`src/rtl/cpu_ctrl_pkg.sv`:
```
// cpu_ctrl_pkg -- shared state encoding and parameter defaults for the fetch sequencer.
// Rev 1.0
`default_nettype none

package cpu_ctrl_pkg;

  localparam int c_addr_w_def   = 8;
  localparam int c_instr_w_def  = 16;
  localparam int c_reset_pc_def = 0;

  typedef enum logic [1:0] {
    IDLE   = 2'd0,
    FETCH  = 2'd1,
    EXEC   = 2'd2,
    HALTED = 2'd3
  } state_t;

endpackage

`default_nettype wire

```
`src/rtl/pc_incr.sv`:
```
// pc_incr -- program counter incrementer, wraps silently modulo 2^ADDR_W.
// Rev 1.0
`default_nettype none

module pc_incr #(
  parameter int ADDR_W = 8
) (
  input  logic [ADDR_W-1:0] pc_in,
  output logic [ADDR_W-1:0] pc_out
);

  assign pc_out = pc_in + ADDR_W'(1);

endmodule

`default_nettype wire

```
`src/rtl/fetch_sequencer.sv`:
```
// fetch_sequencer -- IDLE/FETCH/EXEC/HALTED instruction fetch controller with PC and IR.
// Rev 1.0
`default_nettype none

module fetch_sequencer
  import cpu_ctrl_pkg::*;
#(
  parameter int                ADDR_W   = c_addr_w_def,
  parameter int                INSTR_W  = c_instr_w_def,
  parameter logic [ADDR_W-1:0] RESET_PC = ADDR_W'(c_reset_pc_def)
) (
  input  logic               clk,
  input  logic               rst,
  input  logic               run,
  output logic               mem_req,
  output logic [ADDR_W-1:0]  mem_addr,
  input  logic               mem_ack,
  input  logic [INSTR_W-1:0] mem_rdata,
  output logic [INSTR_W-1:0] ir,
  output logic               ir_valid,
  input  logic               exec_done,
  input  logic               jump_en,
  input  logic [ADDR_W-1:0]  jump_addr,
  input  logic               halt,
  output logic [ADDR_W-1:0]  pc,
  output logic               busy,
  output logic               halted
);

  state_t               r_state;
  state_t               w_state_nxt;
  logic [ADDR_W-1:0]    r_pc;
  logic [ADDR_W-1:0]    w_pc_inc;
  logic [INSTR_W-1:0]   r_ir;
  logic                 r_exec_first;

  pc_incr #(
    .ADDR_W (ADDR_W)
  ) u_pc_incr (
    .pc_in  (r_pc),
    .pc_out (w_pc_inc)
  );

  always_comb begin
    w_state_nxt = r_state;
    unique case (r_state)
      IDLE:    if (run)       w_state_nxt = FETCH;
      FETCH:   if (mem_ack)   w_state_nxt = EXEC;
      EXEC:    if (exec_done) w_state_nxt = halt ? HALTED : FETCH;
      HALTED:  w_state_nxt = HALTED;
      default: w_state_nxt = IDLE;
    endcase
  end

  // r_exec_first marks the first EXEC cycle so ir_valid stays a pure register decode.
  always_ff @(posedge clk) begin
    if (rst) begin
      r_state      <= IDLE;
      r_pc         <= RESET_PC;
      r_ir         <= '0;
      r_exec_first <= 1'b0;
    end else begin
      r_state      <= w_state_nxt;
      r_exec_first <= 1'b0;
      if (r_state == FETCH && mem_ack) begin
        r_ir         <= mem_rdata;
        r_pc         <= w_pc_inc;
        r_exec_first <= 1'b1;
      end else if (r_state == EXEC && exec_done && !halt && jump_en) begin
        r_pc <= jump_addr;
      end
    end
  end

  assign mem_req  = (r_state == FETCH);
  assign mem_addr = r_pc;
  assign pc       = r_pc;
  assign ir       = r_ir;
  assign ir_valid = (r_state == EXEC) && r_exec_first;
  assign busy     = (r_state == FETCH) || (r_state == EXEC);
  assign halted   = (r_state == HALTED);

endmodule

`default_nettype wire

```
`config.mk`:
```
export PLATFORM = sky130hd
export DESIGN_NAME = fetch_sequencer
export DESIGN_NICKNAME = d
export VERILOG_FILES = /design/src/rtl/cpu_ctrl_pkg.sv /design/src/rtl/pc_incr.sv /design/src/rtl/fetch_sequencer.sv
export SDC_FILE = /design/constraint.sdc
export NUM_CORES = 1
export LEC_CHECK = 0
export BUFFER_PORTS_ARGS = -buffer_cell sky130_fd_sc_hd__buf_2
export CAP_MARGIN = 20
export CORE_AREA = 10 10 90 53
export DETAILED_ROUTE_END_ITERATION = 8
export DIE_AREA = 0 0 100 63
export GPL_ROUTABILITY_DRIVEN = 0
export HOLD_SLACK_MARGIN = 0.08
export PLACE_DENSITY = 0.73
export SLEW_MARGIN = 20
export SYNTH_ARGS = -nofsm -noshare
export SYNTH_HDL_FRONTEND = slang
export SYNTH_HIERARCHICAL = 1
export SYNTH_SLANG_ARGS = --single-unit
```
`constraint.sdc`:
```
create_clock -name clk -period 2.26 [get_ports clk]
set_input_delay 0.226 -clock clk [delete_from_list [all_inputs] [get_ports clk]]
set_output_delay 0.226 -clock clk [all_outputs]
set_load 0.01 [all_outputs]
```
Word-level counts from Yosys, hierarchy flattened

Index checks and enable logic that the tools add are counted.

Flip-flop bits (word level): 27
Input bits: 31
Output and inout port bits: 36
Word-level logic and storage cells: 29

Add/sub/neg operators: 1
Equal/unequal tests: 6
Multiplexer cells: 8
Reductions and logical operators: 10

Operator list:

| kind                                                                   | number |
|---|---|
| 8-bit two-way mux                                                      | 2 |
| 8-bit by 1-bit adder with 8-bit output (second input constant)         | 1 |
| 2-bit two-way mux                                                      | 4 |
| 2-bit one-hot mux with 4 select lines                                  | 1 |
| 1-bit logical AND                                                      | 5 |
| 2-bit equality test (second input constant)                            | 2 |
| 2-bit != test (second input constant)                                  | 2 |
| 3-bit AND reduction                                                    | 1 |
| 2-bit by 1-bit equality test with 1-bit output (second input constant) | 1 |
| 2-bit zero test                                                        | 1 |
| 2-bit by 1-bit != test with 1-bit output (second input constant)       | 1 |
| 2-bit nonzero test                                                     | 1 |
| 1-bit zero test                                                        | 1 |
| 1-bit logical OR                                                       | 1 |
| 1-bit two-way mux                                                      | 1 |

Longest topological paths before layout

Gate-level depths: netlist (run 1).

Word-level depth: 6
Depth in mapped cells: 7
Depth with buffers taken out: 5

Hierarchy

Netlist (run 1), hierarchy kept.

By module, submodules not included:

| module          | times used | cells an instance | area an instance (um^2) | sequential area each (um^2) |
|---|---|---|---|---|
| fetch_sequencer | 1          | 150               | 1,260.0                 | 540.5 |
| pc_incr         | 1          | 16                | 116.4                   | 0.0 |

Worst setup path after synthesis (run 1)

No wires, ideal clock.

Path type: register to register
From: reg r_state[0]
To: reg r_pc[7], in the netlist mem_addr[7]
Setup time: 0.088 ns
Arrival: 1.474 ns
Data required time: 2.172 ns
Slack: 0.698 ns
Stages on the path, launching flop included: 8
Buffers on the path: 2
Clock period less this slack: 1.562 ns
Cells stage by stage: dfxtp_1 inv_2 ha_1 and4b_1 buf_6 or2_1 buf_6 a311oi_2

Word-level cells in the longest chain between the ends: 5
Elaborated cells between the ends (all ways): 8
Those cells by class: 2 x eq/ne; 1 x mux; 5 x reduce/logical

RTL lines:

| element                         | RTL line              | text |
|---|---|---|
| from (decl)                     | fetch_sequencer.sv:30 | `state_t r_state;` |
| from (signal assigned)          | fetch_sequencer.sv:63 | `r_state <= w_state_nxt;` |
| 2-bit equality test             | fetch_sequencer.sv:69 | `end else if (r_state == EXEC && exec_done && !halt && jump_en) begin` |
| 1-bit logical AND (3 in series) | fetch_sequencer.sv:69 |  |
| 2-bit nonzero test (no line)    | n/a                   |  |
| to (signal assigned)            | fetch_sequencer.sv:67 | `r_pc <= w_pc_inc;` |
| to (signal assigned)            | fetch_sequencer.sv:70 | `r_pc <= jump_addr;` |
| to (decl)                       | fetch_sequencer.sv:32 | `logic [ADDR_W-1:0] r_pc;` |

Parallel ways exist; a longest one is shown, timed or not.
A chain may end at the register's enable or synchronous reset.

Worst setup path after layout (run 1)

From: reg r_state[0]
To: reg r_pc[4], in the netlist mem_addr[4]

Same word-level chain as after synthesis.

==> impl_metrics.py, run 1 <==
metrics = {
    "global_route": {
        "grt_first_pass_wirelength_mm": 5.84,
        "track_usage_pct": 10.8,
        "grt-ovfl-total": 0,
        "grt_max_degree": 28,
        "antenna_found_initial": 0,
        "grt_pass1_vias": 1286,
    },
    "cells_and_area": {
        "nNetsFinal": 257,
        "syn2layout_area_growth_pct": 23.8,
        "antenna-diode-count": 0,
        "layout_commonest_cell": "buf_2",
        "fill_cells": 318,
        "drive_above_1_share_pct": 39.1,
        "layout_common_cells": "buf_2 (66), nand2_1 (51), dfxtp_1 (27)",
    },
    "yosys": {
        "ys_top_cells_by_area": "dfxtp_1 (39%), nand2_1 (14%), a311oi_2 (8.7%)",
        "syn_inst": 166,
        "synth-warning-count": 6,
        "yosysTopAreaCell": "dfxtp_1",
        "yosysTopAreaCellShare_pct": 39.3,
        "ys_seq_area_share_pct": 39.3,
        "synth.distinct_cells": 31,
        "synth_fp_nets": 202,
        "syn_avg_cell_area_um2": 8.29,
        "synth_seq_cells": 27,
        "synth_area_um2": 1380,
    },
    "floorplan": {
        "core_area_um2": 3250,
        "die_area_um2": 6300,
        "rows": 15,
        "die_h_um": 63,
        "die_w_um": 100,
        "initial_core_util_pct": 42.4,
        "pin_count": 67,
    },
    "critical_path": {
        "critPathLaunchType": "flop",
        "cp.required_ps": 2440,
        "endpoint_kind": "flop",
        "cp.arrival_ps": 1970,
        "path_max_fanout": 9,
        "path_class": "reg -> reg",
    },
    "clock_tree": {
        "clk_pin_slew_ps": 90,
        "root_buffer": "clkbuf_8",
        "clock_sinks": 27,
        "clockBufferDepth": 2,
        "cts_tree": "done",
        "cts_resized": 0,
        "ctsHoldBuffers": 0,
        "clock_latency_ps": 270,
        "postCtsSetupRepairBufs": 0,
        "cts_inserted_buffers": 3,
        "htreeDepth": 1,
    },
    "sta": {
        "final_hold_viol_count": 0,
        "period_minus_slack_ps": 1780,
        "tns_ps": 0,
        "max_slew_margin_pct": 61.8,
        "fin_crit_sh_pct": 78.9,
        "worst_pin_slew_ps": 573,
        "drv_slew": 0,
        "rsz0062_at_grt": "no",
        "max_clock_freq_ghz": 0.561,
        "finClkSkew_ps": 4.20,
        "setup-violations-final": 0,
    },
    "routing": {
        "wl_per_cell_um": 13.8,
        "ant_nets": 0,
        "vias": 1286,
        "drtIter0Drc": 38,
        "wl_mm": 3.63,
        "dr.pass1.iters": 4,
        "viasPerCell": 4.91,
        "route.detailed.drc": 0,
    },
    "pwr": {
        "power_leakage_nw": 0.812,
        "p_total_mw": 1.24,
        "power.density_nw_per_um2": 729,
        "max-vdd-ir-drop_mv": 0.314,
    },
    "min_path": {
        "hp-class": "in -> reg",
    },
    "placed_design": {
        "place_hpwl_mm": 2.84,
        "io_buffer_count": 66,
    },
    "outcome": {
        "outcome": "completed",
    },
    "job": {
        "maxCapViolations": 0,
    },
}
## through the flow
stage | hold slack (ps) | cells | utilization, % | setup WS (ps) | area [µm²]
after floorplan | 362 | 166 | - | 698 | 1380
after global placement | 440 | 258 | 51.1 | 567 | 1660
after detailed placement | 447 | 258 | 51.1 | 518 | 1660
after CTS | 175 | 262 | 52.5 | 482 | 1700
after global routing | 182 | 262 | 52.5 | 381 | 1700
final | 182 | 262 | 52.5 | 476 | 1700
## critical path, cell delays in order (launching register included)
cell      delay (ps)
dfxtp_1          420
inv_2             70
ha_1             220
and4b_1          310
or2_1            420
a311oi_2         260
## synthesized netlist by cell type
| cell | count |
|---|---|
| nand3_1 | 2 |
| buf_4 | 9 |
| inv_2 | 1 |
| and4b_1 | 1 |
| o31ai_1 | 1 |
| clkbuf_1 | 4 |
| buf_1 | 1 |
| inv_1 | 4 |
| ha_1 | 5 |
| or3_1 | 1 |
| dfxtp_1 | 27 |
| buf_6 | 2 |
| or2_0 | 1 |
| a211o_2 | 1 |
| a21oi_1 | 17 |
| nand2_1 | 51 |
| o311a_1 | 1 |
| or2_1 | 1 |
| nand3_2 | 1 |
| xnor2_1 | 3 |
| nor2b_1 | 3 |
| and2_2 | 1 |
| o41ai_1 | 1 |
| buf_2 | 3 |
| xor2_1 | 3 |
| nor2_1 | 2 |
| and3_1 | 1 |
| nor3_1 | 8 |
| a311oi_2 | 8 |
| and2_1 | 1 |
| nor3_2 | 1 |
## area by class of cell
class,instances,area (µm²),area share [%]
Tap cell,42,52.6,3.08
Timing Repair Buffer,69,353,20.7
Multi-Input combinational cell,115,693,40.7
Inverter,5,18.8,1.10
Sequential cell,27,541,31.7
Clock buffer,3,41.3,2.42
Clock inverter,1,5.00,0.294
## path summary, 6_finish.rpt
| kind | start | endpoint | slack (ps) | depth (start not counted) |
|---|---|---|---|---|
| worst max-delay path | r_state[0]$_SDFFE_PP0P_ | mem_addr[4]$_SDFFE_PP0P_ | 480 | 5 |
| worst min-delay path | mem_rdata[8] | ir[8]$_SDFFE_PP0P_ | 180 | 3 |
| worst max register to register | r_state[0]$_SDFFE_PP0P_ | mem_addr[4]$_SDFFE_PP0P_ | 480 | 5 |
| worst min register to register | ir[7]$_SDFFE_PP0P_ | ir[7]$_SDFFE_PP0P_ | 460 | 2 |
## routing by layer
metal | GRT usage [%] | wire length (µm) | vias up
li1 | - | - | 656
met5 | 0 | 0 | -
met3 | 7.40 | 499 | 0
met1 | 12.1 | 1580 | 572
met2 | 17.3 | 1550 | 58
met4 | 0.526 | 0 | 0
## flip-flops by register name (all words and copies together) (netlist names)
signal,flops
ir,16
r_state,2
mem_addr,8
r_exec_first,1
## kinds of logic after synthesis
family,after synthesis,synth area share [%]
xor gates and xnor gates,6,3.82
AOI/OAI and AO/OA,29,17.5
buffers and inverters,24,10.4
DFF,27,39.3
and+or+nand+nor,75,24.5
adders and majority gates,5,4.55
## power breakdown
group          internal [mW]  total (mW)  switching (mW)
sequential             0.528       0.581          0.0529
combinational          0.172       0.393           0.221
clock                  0.123       0.269           0.146
total                  0.823        1.24           0.420
Power figures use the tool's default switching activity.
==> run 2: changes to the inputs <==
Clock period 2.26 ns to 1.65 ns, I/O delays scaled along.
==> run 2 against run 1 <==
Net effect: register-to-register slack lost 400 ps; maximum frequency grew 14%; flip-flop and latch count is the same; clock power grew 36%; non-clock buffer count grew 2; largest cell class unchanged; final area grew 1.2%; total power grew 38%; combinational power grew 41%; via count shrank 0.62%.
==> impl_metrics.py, run 2 (synthesis results as in run 1) <==
metrics = {
    "global_route": {
        "grt_pass1_vias": 1246,
        "grt_max_degree": 19,
        "antenna_found_initial": 0,
        "grt-ovfl-total": 0,
        "track_usage_pct": 11.0,
        "grt_first_pass_wirelength_mm": 5.88,
    },
    "pwr": {
        "power_leakage_nw": 0.823,
        "p_comb_share_pct": 32.4,
        "p_total_mw": 1.71,
        "switching_share_pct": 33.7,
        "max-vdd-ir-drop_mv": 0.489,
        "pwr-share-clk_pct": 21.4,
        "power.internal_mw": 1.14,
        "p_sw_mw": 0.578,
        "seqPwrFrac_pct": 46.2,
        "power.density_nw_per_um2": 993,
    },
    "sta": {
        "rsz0062_at_grt": "no",
        "max_slew_margin_pct": 73.7,
        "worst_pin_slew_ps": 394,
        "drv_slew": 0,
        "tns_ps": 0,
        "max_clock_freq_ghz": 0.636,
        "final_hold_viol_count": 0,
        "finClkSkew_ps": 1.77,
        "setup-violations-final": 0,
        "fin_crit_sh_pct": 95.2,
        "period_minus_slack_ps": 1570,
    },
    "floorplan": {
        "die_area_um2": 6300,
        "rows": 15,
        "core_area_um2": 3250,
        "pin_count": 67,
        "initial_core_util_pct": 42.4,
        "die_h_um": 63,
        "die_w_um": 100,
    },
    "critical_path": {
        "endpoint_kind": "flop",
        "r2r_start": "r_state[0]$_SDFFE_PP0P_",
        "critPathLaunchType": "flop",
        "critPathSlowestCell": "dfxtp_1",
        "crit_cells": 5,
        "path_max_fanout": 4,
        "path_cells": "inv_2, ha_1, nor2b_1, or2_0, o311a_1",
        "r2r-end": "r_state[1]$_SDFFE_PP0P_",
        "r2r_setup_slack_ps": 80,
        "slowest_delay_ps": 420,
        "cp.arrival_ps": 1730,
        "crit_family": "flip-flops",
        "reg2reg_depth": 5,
        "cp.required_ps": 1810,
        "path_class": "reg -> reg",
        "crit_buf_inv": 1,
    },
    "min_path": {
        "hold_path_depth": 3,
        "hp-class": "in -> reg",
        "hp-start": "mem_rdata[7]",
        "holdPathEnd": "ir[7]$_SDFFE_PP0P_",
    },
    "routing": {
        "drtIter0Drc": 46,
        "ant_nets": 0,
        "wl_mm": 3.69,
        "dr.pass1.iters": 4,
        "viasPerCell": 4.84,
        "wl_per_cell_um": 14.0,
        "vias": 1278,
        "route.detailed.drc": 0,
    },
    "job": {
        "maxCapViolations": 0,
    },
    "clock_tree": {
        "htreeDepth": 1,
        "clock_sinks": 27,
        "root_buffer": "clkbuf_8",
        "cts_tree": "done",
        "clk_pin_slew_ps": 90,
        "clock_latency_ps": 270,
        "clockBufferDepth": 2,
        "cts_inserted_buffers": 3,
    },
    "cells_and_area": {
        "seqCellArea_um2": 541,
        "final_area_um2": 1720,
        "final_core_util_pct": 53.1,
        "largest_reg_flops": 16,
        "multi_input_area_um2": 698,
        "fill_cells": 323,
        "layout_common_cells": "buf_2 (66), nand2_1 (50), dfxtp_1 (27)",
        "nNetsFinal": 259,
        "layout_commonest_cell": "buf_2",
        "drive_above_1_share_pct": 40.5,
        "syn2layout_area_growth_pct": 25.3,
        "antenna-diode-count": 0,
    },
    "placed_design": {
        "io_buffer_count": 66,
        "place_hpwl_mm": 2.88,
        "dpl_cell_area_um2": 1670,
    },
    "outcome": {
        "outcome": "completed",
    },
}
## run 2: cell count changes in the layout (fill, tap and decap cells not counted)
| cell | change |
|---|---|
| nand2_1 | -1 |
| or2_4 | +1 |
| or2_1 | -1 |
| buf_4 | +2 |
| nand2_2 | +1 |
## run 2: worst max-delay path by stage
stage               slack (ps)                       end                     from
floorplan                   90  mem_addr[7]$_SDFFE_PP0P_  r_state[0]$_SDFFE_PP0P_
global placement            70  mem_addr[5]$_SDFFE_PP0P_  r_state[0]$_SDFFE_PP0P_
detailed placement          20  mem_addr[5]$_SDFFE_PP0P_  r_state[0]$_SDFFE_PP0P_
CTS                         90        ir[6]$_SDFFE_PP0P_  r_state[1]$_SDFFE_PP0P_
global route                 4  mem_addr[5]$_SDFFE_PP0P_  r_state[1]$_SDFFE_PP0P_
finish                      80   r_state[1]$_SDFFE_PP0P_  r_state[0]$_SDFFE_PP0P_
## run 2: area by class of cell
class	instances	area share, %
Multi-Input combinational cell	115	40.5
Sequential cell	27	31.3
Timing Repair Buffer	71	21.3
Tap cell	42	3.05
Clock buffer	3	2.39
Inverter	5	1.09
Clock inverter	1	0.290
## run 2: metal layers
layer / GRT usage [%] / wire length, µm / vias to the layer above
met1: 13.3 / 1690 / 565
li1: - / - / 660
met4: 1.58 / 11 / 0
met2: 16.0 / 1480 / 51
met3: 7.51 / 514 / 2
met5: 0 / 0 / -
## run 2: timing repair
item / CTS / global route
gates resized for setup: 1 / 1
setup endpoints to repair: 3 / 9
setup buffers: 0 / 0
pin swaps: 0 / 0
hold buffers: 0 / 0
## run 2: power by group through the flow
stage	combinational (mW)	clock [mW]	sequential, mW
3_5_place_dp	0.555	0	0.807
5_1_grt	0.618	0.413	0.804
4_1_cts	0.561	0.387	0.791
6_report	0.554	0.367	0.792
2_1_floorplan	0.368	0	0.827
3_3_place_gp	0.551	0	0.803
## run 2: stage by stage
step,instances,hold slack (ps),worst slack (ps)
after floorplan,166,301,88.0
after global placement,260,407,66.7
after detailed placement,260,411,19.4
after CTS,264,112,90.2
after global routing,264,116,4.41
final,264,122,78.8
## run 2: worst min-delay path, stage by stage
cell and delay, ps:
buf_2 90, nand2_1 40, a21oi_1 50
==> run 3: changes to the inputs <==
Settings changed: CELL_PAD_IN_SITES_DETAIL_PLACEMENT set to 0, CELL_PAD_IN_SITES_GLOBAL_PLACEMENT set to 2, CORE_AREA 10 10 90 53 to 10 10 119 67, DIE_AREA 0 0 100 63 to 0 0 129 77, PLACE_DENSITY 0.73 to 0.74.
==> run 3 against run 2 <==
Net effect: first-iteration DRC count up 76%; routed wire length up 16%; largest cell class unchanged; via count grew 1.8%; setup slack gained 45 ps; sequential power is essentially flat; utilization down 22 points; final cell count is 14% higher; count of clock-buffer cells in the layout unchanged; clock skew increased by 7.2 ps; largest power group unchanged.
==> impl_metrics.py, run 3 (synthesis results as in run 1) <==
metrics = {
    "clock_tree": {
        "clk_pin_slew_ps": 80,
        "clock_sinks": 27,
        "cts_tree": "done",
        "root_buffer": "clkbuf_16",
        "htreeDepth": 1,
        "clock_latency_ps": 270,
        "cts_inserted_buffers": 3,
        "postCtsSetupRepairBufs": 0,
        "clockBufferDepth": 2,
    },
    "cells_and_area": {
        "largest_reg_flops": 16,
        "antenna-diode-count": 0,
        "layout_common_cells": "buf_2 (66), nand2_1 (51), dfxtp_1 (27)",
        "final_core_util_pct": 31.0,
        "nNetsFinal": 262,
        "fill_cells": 657,
        "multi_input_area_um2": 701,
        "fin_cells": 302,
        "seqCellArea_um2": 541,
        "layout_commonest_cell": "buf_2",
        "drive_above_1_share_pct": 41.3,
        "syn2layout_area_growth_pct": 33.0,
    },
    "sta": {
        "rsz0062_at_grt": "no",
        "setup-violations-final": 0,
        "period_minus_slack_ps": 1530,
        "drv_slew": 0,
        "final_hold_viol_count": 0,
        "fin_crit_sh_pct": 92.5,
        "tns_ps": 0,
        "max_clock_freq_ghz": 0.655,
        "max_slew_margin_pct": 64.6,
        "worst_pin_slew_ps": 532,
        "fin_ws_ps": 124,
        "finClkSkew_ps": 8.99,
    },
    "routing": {
        "wl_per_cell_um": 14.2,
        "wl_met3_um": 527,
        "routed.top_layer": "met4",
        "ant_nets": 0,
        "wl_met2_mm": 1.70,
        "route.detailed.drc": 0,
        "wl_mm": 4.30,
        "met1_length_mm": 2.06,
        "drtIter0Drc": 81,
        "vias": 1301,
        "dr.pass1.iters": 4,
        "viasPerCell": 4.31,
    },
    "critical_path": {
        "cp.required_ps": 1810,
        "path_class": "reg -> reg",
        "critPathLaunchType": "flop",
        "endpoint_kind": "flop",
        "cp.arrival_ps": 1690,
        "path_max_fanout": 4,
    },
    "placed_design": {
        "dp_cells": 298,
        "dp_slack_ps": 9.30,
        "io_buffer_count": 66,
        "place_hpwl_mm": 3.28,
    },
    "pwr": {
        "p_total_mw": 1.95,
        "max-vdd-ir-drop_mv": 0.413,
        "power_leakage_nw": 0.854,
        "power.density_nw_per_um2": 1070,
    },
    "floorplan": {
        "die_h_um": 77,
        "rows": 20,
        "die_area_um2": 9930,
        "die_w_um": 129,
        "initial_core_util_pct": 23.3,
        "core_area_um2": 5910,
        "pin_count": 67,
    },
    "global_route": {
        "track_usage_pct": 8.34,
        "grt_max_degree": 25,
        "antenna_found_initial": 0,
        "grt_first_pass_wirelength_mm": 6.80,
        "grt_pass1_vias": 1334,
        "grt-ovfl-total": 0,
    },
    "job": {
        "maxCapViolations": 0,
    },
    "outcome": {
        "outcome": "completed",
    },
    "min_path": {
        "hp-class": "in -> reg",
    },
}
==> run 3: what timing repair did <==
item / 4_1_cts / 5_1_grt
resized for setup: 1 / 1
endpoints found under the setup margin: 8 / 1
hold buffers: 0 / 0
hold endpoints to repair: 0 / 0
==> run 3: metrics by stage <==
step | hold slack (ps) | instance area (µm²)
after CTS | 124 | 1830
after global routing | 129 | 1830
after detailed placement | 413 | 1740
after global placement | 411 | 1740
final | 121 | 1830
after floorplan | 301 | 1380
==> run 3: power by group <==
part | total (mW) | internal [mW] | switching, mW
logic | 0.572 | 0.252 | 0.320
clock network | 0.588 | 0.336 | 0.252
registers | 0.790 | 0.723 | 0.0671
==> run 3: final timing paths <==
check                                              from                 endpoint  cells past startpoint  slack (ps)
worst max-delay path            r_state[0]$_SDFFE_PP0P_  r_state[1]$_SDFFE_PP0P_                      5         120
worst min-delay path                      mem_rdata[10]      ir[10]$_SDFFE_PP0P_                      3         120
worst max register to register  r_state[0]$_SDFFE_PP0P_  r_state[1]$_SDFFE_PP0P_                      5         120
worst min register to register       ir[9]$_SDFFE_PP0P_       ir[9]$_SDFFE_PP0P_                      2         450
==> run 3: layout make-up <==
cell class / instances / share of cell area, %
Clock buffer: 3 / 4.10
Clock inverter: 1 / 0.478
Inverter: 5 / 1.03
Multi-Input combinational cell: 115 / 38.3
Sequential cell: 27 / 29.5
Tap cell: 77 / 5.26
Timing Repair Buffer: 74 / 21.3
==> run 3: critical path, cell delays in order (launching register included) <==
cell and delay [ps]:
dfxtp_1 400, inv_2 70, ha_1 230, nor2b_1 180, or2_0 200, o311a_1 340
==> run 3: routing by layer <==
layer / track usage [%] / vias to the layer above
met5: 0 / -
met1: 10.4 / 577
met4: 0.677 / 0
met3: 5.22 / 2
li1: - / 669
met2: 12.2 / 53
